## src/rtl/matrix_result_tx_if.sv

```systemverilog
// Element read port and ASCII byte stream of matrix_result_tx.
// master = the serialiser, slave = storage/UART side.
interface matrix_result_tx_if #(
  parameter int ADDR_W = 5
) ();
  logic              rd_req;
  logic [ADDR_W-1:0] rd_addr;
  logic              rd_valid;
  logic [7:0]        rd_data;
  logic [7:0]        tx_data;
  logic              tx_valid;
  logic              tx_ready;

  modport master (
    output rd_req, rd_addr, tx_data, tx_valid,
    input  rd_valid, rd_data, tx_ready
  );

  modport slave (
    input  rd_req, rd_addr, tx_data, tx_valid,
    output rd_valid, rd_data, tx_ready
  );
endinterface

```

## src/rtl/matrix_result_tx.sv

```systemverilog
// Prints a stored matrix row-major as ASCII decimal text (space between columns, CR LF per row).
// Define MATRIX_TX_SIGNED_EN to treat elements as two's complement and print a leading '-'.
module matrix_result_tx #(
  parameter int MAX_DIM = 5,
  parameter int ADDR_W  = 5
) (
  input  logic                clk,
  input  logic                rst_n,
  input  logic                start,
  input  logic [2:0]          dim_m,
  input  logic [2:0]          dim_n,
  matrix_result_tx_if.master  bus,
  output logic                busy,
  output logic                done,
  output logic                err
);

  typedef enum logic [3:0] {
    S_IDLE, S_CHECK, S_REQ, S_WAIT, S_CONV, S_EMIT, S_SEP, S_LF, S_DONE
  } state_t;

  localparam logic [3:0] MAX_D = 4'(MAX_DIM);

  state_t     state, state_nx;
  logic [2:0] m_q, n_q, r_q, c_q;
  logic [7:0] data_q;
  logic [7:0] dig_q [4];
  logic [2:0] cnt_q;
  logic [1:0] idx_q;
  logic       err_q;

  logic       hs, dims_bad, last_col, last_row, last_dig;
  logic       neg;
  logic [7:0] mag, hun, ten, uni;
  logic [7:0] cdig [4];
  logic [2:0] ccnt;

  assign hs       = bus.tx_valid && bus.tx_ready;
  assign dims_bad = (m_q == 3'd0) || (n_q == 3'd0) ||
                    ({1'b0, m_q} > MAX_D) || ({1'b0, n_q} > MAX_D);
  assign last_col = (c_q == n_q - 3'd1);
  assign last_row = (r_q + 3'd1 == m_q);
  assign last_dig = ({1'b0, idx_q} + 3'd1 == cnt_q);

  // Digit list is packed from index 0 so EMIT only walks idx up to cnt-1.
  always_comb begin
`ifdef MATRIX_TX_SIGNED_EN
    neg = data_q[7];
    mag = neg ? 8'(~data_q + 8'd1) : data_q;
`else
    neg = 1'b0;
    mag = data_q;
`endif
    hun  = mag / 8'd100;
    ten  = (mag / 8'd10) % 8'd10;
    uni  = mag % 8'd10;
    cdig = '{default: 8'h00};
    ccnt = '0;
    if (neg) begin
      cdig[ccnt[1:0]] = 8'h2D;
      ccnt = ccnt + 3'd1;
    end
    if (hun != 8'd0) begin
      cdig[ccnt[1:0]] = 8'h30 + hun;
      ccnt = ccnt + 3'd1;
    end
    if (hun != 8'd0 || ten != 8'd0) begin
      cdig[ccnt[1:0]] = 8'h30 + ten;
      ccnt = ccnt + 3'd1;
    end
    cdig[ccnt[1:0]] = 8'h30 + uni;
    ccnt = ccnt + 3'd1;
  end

  always_ff @(posedge clk or negedge rst_n) begin
    if (!rst_n) state <= S_IDLE;
    else        state <= state_nx;
  end

  always_comb begin
    state_nx     = state;
    bus.rd_req   = 1'b0;
    bus.rd_addr  = '0;
    bus.tx_valid = 1'b0;
    bus.tx_data  = '0;
    busy         = (state != S_IDLE) && (state != S_DONE);
    done         = 1'b0;
    err          = 1'b0;
    case (state)
      S_IDLE:  if (start) state_nx = S_CHECK;
      S_CHECK: state_nx = dims_bad ? S_DONE : S_REQ;
      S_REQ: begin
        bus.rd_req  = 1'b1;
        bus.rd_addr = ADDR_W'(r_q) * ADDR_W'(n_q) + ADDR_W'(c_q);
        state_nx    = S_WAIT;
      end
      S_WAIT:  if (bus.rd_valid) state_nx = S_CONV;
      S_CONV:  state_nx = S_EMIT;
      S_EMIT: begin
        bus.tx_valid = 1'b1;
        bus.tx_data  = dig_q[idx_q];
        if (hs && last_dig) state_nx = S_SEP;
      end
      S_SEP: begin
        bus.tx_valid = 1'b1;
        bus.tx_data  = last_col ? 8'h0D : 8'h20;
        if (hs) state_nx = last_col ? S_LF : S_REQ;
      end
      S_LF: begin
        bus.tx_valid = 1'b1;
        bus.tx_data  = 8'h0A;
        if (hs) state_nx = last_row ? S_DONE : S_REQ;
      end
      S_DONE: begin
        done     = 1'b1;
        err      = err_q;
        state_nx = S_IDLE;
      end
      default: state_nx = S_IDLE;
    endcase
  end

  always_ff @(posedge clk or negedge rst_n) begin
    if (!rst_n) begin
      m_q    <= '0;
      n_q    <= '0;
      r_q    <= '0;
      c_q    <= '0;
      data_q <= '0;
      dig_q  <= '{default: 8'h00};
      cnt_q  <= '0;
      idx_q  <= '0;
      err_q  <= 1'b0;
    end else begin
      case (state)
        S_IDLE: if (start) begin
          m_q   <= dim_m;
          n_q   <= dim_n;
          r_q   <= '0;
          c_q   <= '0;
          err_q <= 1'b0;
        end
        S_CHECK: err_q <= dims_bad;
        S_WAIT:  if (bus.rd_valid) data_q <= bus.rd_data;
        S_CONV: begin
          dig_q <= cdig;
          cnt_q <= ccnt;
          idx_q <= '0;
        end
        S_EMIT: if (hs) idx_q <= idx_q + 2'd1;
        S_SEP:  if (hs && !last_col) c_q <= c_q + 3'd1;
        S_LF: if (hs) begin
          c_q <= '0;
          r_q <= r_q + 3'd1;
        end
        default: ;
      endcase
    end
  end

endmodule

```

## src/flat_wrapper.sv

```systemverilog
// flat-port wrapper written by rule: the top's interface ports become plain ports
module matrix_result_tx_flat 
#(
  parameter int MAX_DIM = 5,
  parameter int ADDR_W  = 5
)
  (clk, rst_n, start, dim_m, dim_n, busy, done, err, bus_rd_req, bus_rd_addr, bus_tx_data, bus_tx_valid, bus_rd_valid, bus_rd_data, bus_tx_ready);
  matrix_result_tx_if #(.ADDR_W(ADDR_W)) bus_i ();
  input  logic clk;
  input  logic rst_n;
  input  logic start;
  input  logic [2:0] dim_m;
  input  logic [2:0] dim_n;
  output logic busy;
  output logic done;
  output logic err;
  output wire logic [$bits(bus_i.rd_req)-1:0] bus_rd_req;
  output wire logic [$bits(bus_i.rd_addr)-1:0] bus_rd_addr;
  output wire logic [$bits(bus_i.tx_data)-1:0] bus_tx_data;
  output wire logic [$bits(bus_i.tx_valid)-1:0] bus_tx_valid;
  input wire logic [$bits(bus_i.rd_valid)-1:0] bus_rd_valid;
  input wire logic [$bits(bus_i.rd_data)-1:0] bus_rd_data;
  input wire logic [$bits(bus_i.tx_ready)-1:0] bus_tx_ready;
  assign bus_rd_req = bus_i.rd_req;
  assign bus_rd_addr = bus_i.rd_addr;
  assign bus_tx_data = bus_i.tx_data;
  assign bus_tx_valid = bus_i.tx_valid;
  assign bus_i.rd_valid = bus_rd_valid;
  assign bus_i.rd_data = bus_rd_data;
  assign bus_i.tx_ready = bus_tx_ready;
  matrix_result_tx #(.MAX_DIM(MAX_DIM), .ADDR_W(ADDR_W)) u_core (.clk(clk), .rst_n(rst_n), .start(start), .dim_m(dim_m), .dim_n(dim_n), .bus(bus_i), .busy(busy), .done(done), .err(err));
endmodule
```

## config.mk

```make
export PLATFORM = sky130hd
export DESIGN_NAME = matrix_result_tx_flat
export DESIGN_NICKNAME = d
export VERILOG_FILES = /design/src/rtl/matrix_result_tx_if.sv /design/src/rtl/matrix_result_tx.sv /design/src/flat_wrapper.sv
export SDC_FILE = /design/constraint.sdc
export NUM_CORES = 1
export LEC_CHECK = 0
export ABC_AREA = 1
export CAP_MARGIN = 20
export CORE_UTILIZATION = 55
export CTS_BUF_LIST = sky130_fd_sc_hd__clkbuf_16
export CTS_CLUSTER_SIZE = 30
export DETAILED_ROUTE_END_ITERATION = 12
export HOLD_SLACK_MARGIN = 0.03
export PLACE_DENSITY = 0.76
export SETUP_SLACK_MARGIN = 0.2
export SLEW_MARGIN = 30
export SYNTH_ARGS = -nofsm -noshare
export SYNTH_HDL_FRONTEND = slang
export SYNTH_SLANG_ARGS = --single-unit
```

## constraint.sdc

```tcl
create_clock -name clk -period 7.4 [get_ports clk]
set_clock_uncertainty 0.1 [all_clocks]
set_input_delay 0.74 -clock clk [delete_from_list [all_inputs] [get_ports clk]]
set_output_delay 0.74 -clock clk [all_outputs]
set_load 0.01 [all_outputs]
```

; ---- After elaboration in Yosys (flattened, before gate mapping)
; Index checks and enable logic that the tools add are counted.
[totals]
reg_bits = 62
output_inout_bits = 18
inputBits = 19
word_cells = 126
[classes]
muxes = 39
bitwise_logic = 3
div = 4
n_addsub = 11
mul = 1
eq_ne = 19
magnitude_cmp = 7
n_reduce_logical = 29
[op_table]
columns = operator, n
row1 = bitwise mux 32 bit, 2
row2 = 2-to-1 mux 8 bit, 5
row3 = demux 8 bit (select 2 bit), 2
row4 = 2-to-1 mux 32 bit, 1
row5 = case mux 4 bit (8 select lines), 1
row6 = 2-to-1 mux 4 bit, 7
row7 = adder 6 x 8 -> 8 bit (first input constant), 3
row8 = case mux 8 bit (3 select lines), 1
row9 = 2-to-1 mux 3 bit, 6
row10 = binary-select mux 8 bit (select 2 bit), 1
row11 = == test 4 x 3 -> 1 bit (second input constant), 4
row12 = remainder unit 8 x 4 -> 8 bit (second input constant), 2
row13 = nonzero test 8 bit, 2
row14 = != test 2 x 1 -> 1 bit (second input constant), 5
row15 = adder 3 x 1 -> 3 bit (second input constant), 3
row16 = == test 3 bit, 3
row17 = greater-or-equal comparator 3 bit (second input constant), 3
row18 = case mux 3 bit (3 select lines), 1
row19 = divider 8 x 4 -> 8 bit (second input constant), 1
row20 = divider 8 x 7 -> 8 bit (second input constant), 1
row21 = == test 4 x 2 -> 1 bit (second input constant), 2
row22 = AND reduction 2 bit, 4
row23 = greater-than comparator 3 bit (second input constant), 2
row24 = logical AND 1 bit, 6
row25 = other kinds (31), 45

; ---- Depth between registers and ports, before layout
[logic_depth]
ltp_word = 11
depth_mapped = 33
ltp_nobuf = 33

; ---- Worst setup path before layout
; OpenSTA, ideal clock, no wires.
[synth_path]
path_kind = reg2reg
from = reg u_core.data_q[5]
to = reg u_core.dig_q[22] (netlist bit)
path_buffers = 0
period_less_slack_ns = 3.371
path_stages_with_launch = 33
arrival_time_ns = 3.147
setup_time_ns = 0.124
slack_ns = 4.029
cell_sequence = dfrtp_1 > inv_2 > nand3_1 > nand2_1 > inv_2 > nand2_2 > nand3_1 > nand2_2 > nand2_1 > nand2_2 > nand2_4 > nand2_2 > nand3_2 > nand2_2 > nand2_4 > nand2_4 > nand3_4 > nand4_4 > nand3_2 > nand2_4 > ha_1 > inv_1 > nand2_1 > nand2_1 > nand2_1 > nand2_1 > nand2_1 > nand2_1 > ha_1 > xor2_1 > nand2_1 > o21ai_0 > o21bai_1
[synth_between]
elab_chain_cells = 11
word_cells_on_any_way = 27
[synth_rtl]
columns = item, line
row1 = from (decl), matrix_result_tx.sv:26  ; logic [7:0] data_q;
row2 = from (signal assigned), matrix_result_tx.sv:144  ; S_WAIT: if (bus.rd_valid) data_q <= bus.rd_data;
row3 = divider 8 x 4 -> 8 bit / divider 8 x 7 -> 8 bit (equally long branches), "matrix_result_tx.sv:55, matrix_result_tx.sv:54"
row4 = remainder unit 8 x 4 -> 8 bit / nonzero test 8 bit (equally long branches), "matrix_result_tx.sv:55, matrix_result_tx.sv:63, matrix_result_tx.sv:67"
row5 = nonzero test 8 bit / 2-to-1 mux 1 bit (equally long branches), "matrix_result_tx.sv:67, matrix_result_tx.sv:63"
row6 = logical OR 1 bit (tied with other cells), matrix_result_tx.sv:67  ; if (hun != 8'd0 || ten != 8'd0) begin
row7 = 2-to-1 mux 3 bit (tied with other cells), matrix_result_tx.sv:67
row8 = inverter 2 -> 3 bit (not written as such) / logical AND 1 bit (equally long branches), "matrix_result_tx.sv:71, matrix_result_tx.sv:68"
row9 = greater-or-equal comparator 3 bit (not written as such) (tied with other cells), matrix_result_tx.sv:71  ; cdig[ccnt[1:0]] = 8'h30 + uni;
row10 = logical AND 1 bit (not written as such) / demux 8 bit (select 2 bit) (equally long branches), "matrix_result_tx.sv:71, matrix_result_tx.sv:68"
row11 = 2-to-1 mux 8 bit (not written as such) / bitwise mux 32 bit (equally long branches), "matrix_result_tx.sv:71, matrix_result_tx.sv:68"
row12 = demux 8 bit (select 2 bit) / 2-to-1 mux 32 bit (equally long branches), "matrix_result_tx.sv:71, matrix_result_tx.sv:67"
row13 = bitwise mux 32 bit (*), matrix_result_tx.sv:71
row14 = to (signal assigned), matrix_result_tx.sv:146  ; dig_q <= cdig;
row15 = to (decl), matrix_result_tx.sv:27  ; logic [7:0] dig_q [4];
; Mark *: on every way between the ends. The rest lies on a longest branch, timed or not.
; A chain may end at the register's enable or synchronous reset.

; ---- Final worst setup path
[layout_path]
from = reg u_core.r_q[0]
to = out bus_rd_addr[4]
[layout_between]
elab_chain_cells = 3
[layout_rtl]
columns = item, line
row1 = from (decl), matrix_result_tx.sv:25  ; logic [2:0] m_q, n_q, r_q, c_q;
row2 = from (signal assigned), matrix_result_tx.sv:154  ; r_q <= r_q + 3'd1;
row3 = multiplier 3 x 3 -> 5 bit, matrix_result_tx.sv:94  ; bus.rd_addr = ADDR_W'(r_q) * ADDR_W'(n_q) + ADDR_W'(c_q);
row4 = adder 5 x 3 -> 5 bit, matrix_result_tx.sv:94
row5 = 2-to-1 mux 5 bit, matrix_result_tx.sv:89  ; case (state)
row6 = to (decl), flat_wrapper.sv:18  ; output wire logic [$bits(bus_i.rd_addr)-1:0] bus_rd_addr;
; No other way between the ends.

==> results.sh <==
export IMPL_period_minus_slack_ns=4.13
export IMPL_max_cap_violations=0
export IMPL_fin_setup_tns_ns=0
export IMPL_preCtsSetupSlack_ns=3.59
export IMPL_io_pins=37
export IMPL_clock_latency_ns=0.33
export IMPL_via_count=4194
export IMPL_clk_transition_reported_paths_ns=0.05
export IMPL_cts_buffer_depth=2
export IMPL_yosysWarnings=0
export IMPL_syn_nets=659
export IMPL_path_max_fanout=7
export IMPL_synthFlopType="dfrtp_1"
export IMPL_rr_worst_depth=30
export IMPL_grtUsageMet3=0.0550
export IMPL_grt_antenna_before_repair=0
export IMPL_dp_cells=746
export IMPL_tritoncts="done"
export IMPL_num_rows=33
export IMPL_drt_wl_total_mm=10.5
export IMPL_die_w_um=93.9
export IMPL_rsz0062_at_grt="false"
export IMPL_synthCells=615
export IMPL_final_cell_mix="nand2_1, inv_1, dfrtp_1"
export IMPL_clock_sinks=62
export IMPL_diodes=0
export IMPL_start_util=0.568
export IMPL_r2r_setup_slack_ns=3.54
export IMPL_async_flop_share=1.00
export IMPL_die_area_mm2=0.00882
export IMPL_rr_endpoint="u_core.dig_q[22]"
export IMPL_hpwlAfterDp_mm=7.74
export IMPL_nets=696
export IMPL_grt_max_degree=63
export IMPL_clock_root_buffer="clkbuf_16"
export IMPL_synth_distinct_cells=49
export IMPL_syn2layout_area_growth_pct=16.3
export IMPL_synth_area_mm2=0.00464
export IMPL_post_cts_resized=0
export IMPL_cts_buffers=9
export IMPL_drc=0
export IMPL_cts_setup_buffers=0
export IMPL_grt_busiest_layer="met2"
export IMPL_maxSlewHeadroom=0.487
export IMPL_wire_per_inst_um=13.7
export IMPL_htree_num_levels=3
export IMPL_globalRoute_totalOverflow=0
export IMPL_ys_ff_latch=62
export IMPL_finalMaxSlewViolations=0
export IMPL_ys_seq_area_frac=0.334
export IMPL_crit_required_ns=6.56
export IMPL_hold_path_class="reg2reg"
export IMPL_setup_violations=0
export IMPL_cp_endpoint="bus_rd_addr[4]"
export IMPL_vias_per_cell=5.50
export IMPL_crit_start="u_core.r_q[0]"
export IMPL_final_common_cell="nand2_1"
export IMPL_use_met1=0.339
export IMPL_holdPathStages=1
export IMPL_timing_final_hold_violations=0
export IMPL_grt_pass1_wl_mm=18.3
export IMPL_fillers=723
export IMPL_synth_enable_flop_cells=0
export IMPL_port_buffers=36
export IMPL_worst_slew_pin_slew_ns=0.770
export IMPL_die_h_um=93.9
export IMPL_critPathLaunchType="flip-flop"
export IMPL_use_met2=0.440
export IMPL_syn_area_per_cell_um2=7.55
export IMPL_place_gp_congestion=0.864
export IMPL_regArea_mm2=0.00155
export IMPL_multiInputGateArea_mm2=0.00264
export IMPL_final_util=0.661
export IMPL_fmax_ghz=0.242
export IMPL_core_mm2=0.00818
export IMPL_r2r_start="u_core.data_q[6]"
export IMPL_crit_path_end_kind="output port"
export IMPL_drt_iter0_markers=315
export IMPL_cts_hold_buf=0
export IMPL_outcome="finished clean"
export IMPL_drtPass1Iterations=9
export IMPL_grt_usage=0.262
export IMPL_layout_setup_ws_ns=3.27
export IMPL_grt_pass1_vias=3994
export IMPL_drtAntennaViolNets=0
export IMPL_finalCritPeriodShare=0.558
export IMPL_crit_type="reg2out"
export IMPL_layout_drive_gt1_share=0.137
export IMPL_stdcell_count=762
export IMPL_cp_arrival_ns=3.29
flip-flops by register name, summed over array words and instances, names as in the netlist:
name and count:
u_core.c_q 3, u_core.cnt_q 3, u_core.data_q 8, u_core.dig_q 32, u_core.err_q 1, u_core.idx_q 2, u_core.m_q 3, u_core.n_q 3
u_core.r_q 3, u_core.state 4
per-layer routing:
metal / routed length [um] / part of all wire
met2: 5040 / 0.48
met5: 0 / 0
met4: 221 / 0.021
met3: 530 / 0.051
met1: 4680 / 0.45
critical path, stage by stage (launching register included):
cell             delay, ns
dfrtp_1               0.46
nand2_1               0.12
fa_1                  0.51
fa_1                  0.51
inv_1                 0.07
ha_1                  0.30
a21o_1                0.15
a21oi_1               0.15
xor2_1                0.08
nor2_1                0.08
clkdlybuf4s50_1       0.53
worst min path at each step:
| stage | start | to | slack, ns |
|---|---|---|---|
| after floorplan | u_core.dig_q[28] | u_core.dig_q[28] | 0.33 |
| after global placement | u_core.dig_q[28] | u_core.dig_q[28] | 0.36 |
| after detailed placement | u_core.dig_q[28] | u_core.dig_q[28] | 0.36 |
| after CTS | u_core.dig_q[28] | u_core.dig_q[28] | 0.37 |
| after global routing | u_core.dig_q[28] | u_core.dig_q[28] | 0.39 |
| final | u_core.dig_q[28] | u_core.dig_q[28] | 0.37 |
cells in the mapped netlist, drive strengths merged (3+ instances only):
cell type | n | share of area
nor2 | 65 | 0.061
clkbuf | 8 | 0.0065
o22ai | 10 | 0.013
xnor2 | 6 | 0.011
nand3b | 3 | 0.0048
o21bai | 4 | 0.0073
a21oi | 42 | 0.048
fa | 3 | 0.013
nand2 | 136 | 0.14
ha | 22 | 0.059
dfrtp | 62 | 0.33
xor2 | 13 | 0.025
o21ai | 45 | 0.050
nand4 | 10 | 0.017
inv | 106 | 0.086
nor3 | 5 | 0.0054
o211ai | 3 | 0.0048
buf | 5 | 0.0048
nand3 | 46 | 0.071
kinds of logic (layout without fill, tap and decap cells):
group / count (synthesis) / count (layout) / synth area share
AND/OR/NAND/NOR: 272 / 272 / 0.309
buffers and inverters: 120 / 162 / 0.0978
AO/OA/AOI/OAI: 114 / 114 / 0.145
flip-flops: 62 / 62 / 0.334
adder cells (fa/ha/maj): 25 / 25 / 0.0722
XOR/XNOR: 19 / 19 / 0.0358
multiplexers: 2 / 2 / 0.00485
other: 1 / 1 / 0.000807
metrics by stage:
step           hold slack [ns]  instance area (um2)
2_1_floorplan            0.334                 4640
3_3_place_gp             0.359                 5100
3_5_place_dp             0.361                 5100
4_1_cts                  0.374                 5400
5_1_grt                  0.386                 5400
6_report                 0.370                 5400
layout make-up:
class,count,area share
Multi-Input combinational cell,433,0.489
Sequential cell,62,0.287
Inverter,107,0.0743
Timing Repair Buffer,39,0.0699
Clock buffer,9,0.0417
Tap cell,105,0.0243
Clock inverter,7,0.0137
Power is left out: the tool's default activity adds up to more than one toggle a clock period on the data nets, which glitch-free logic cannot reach.
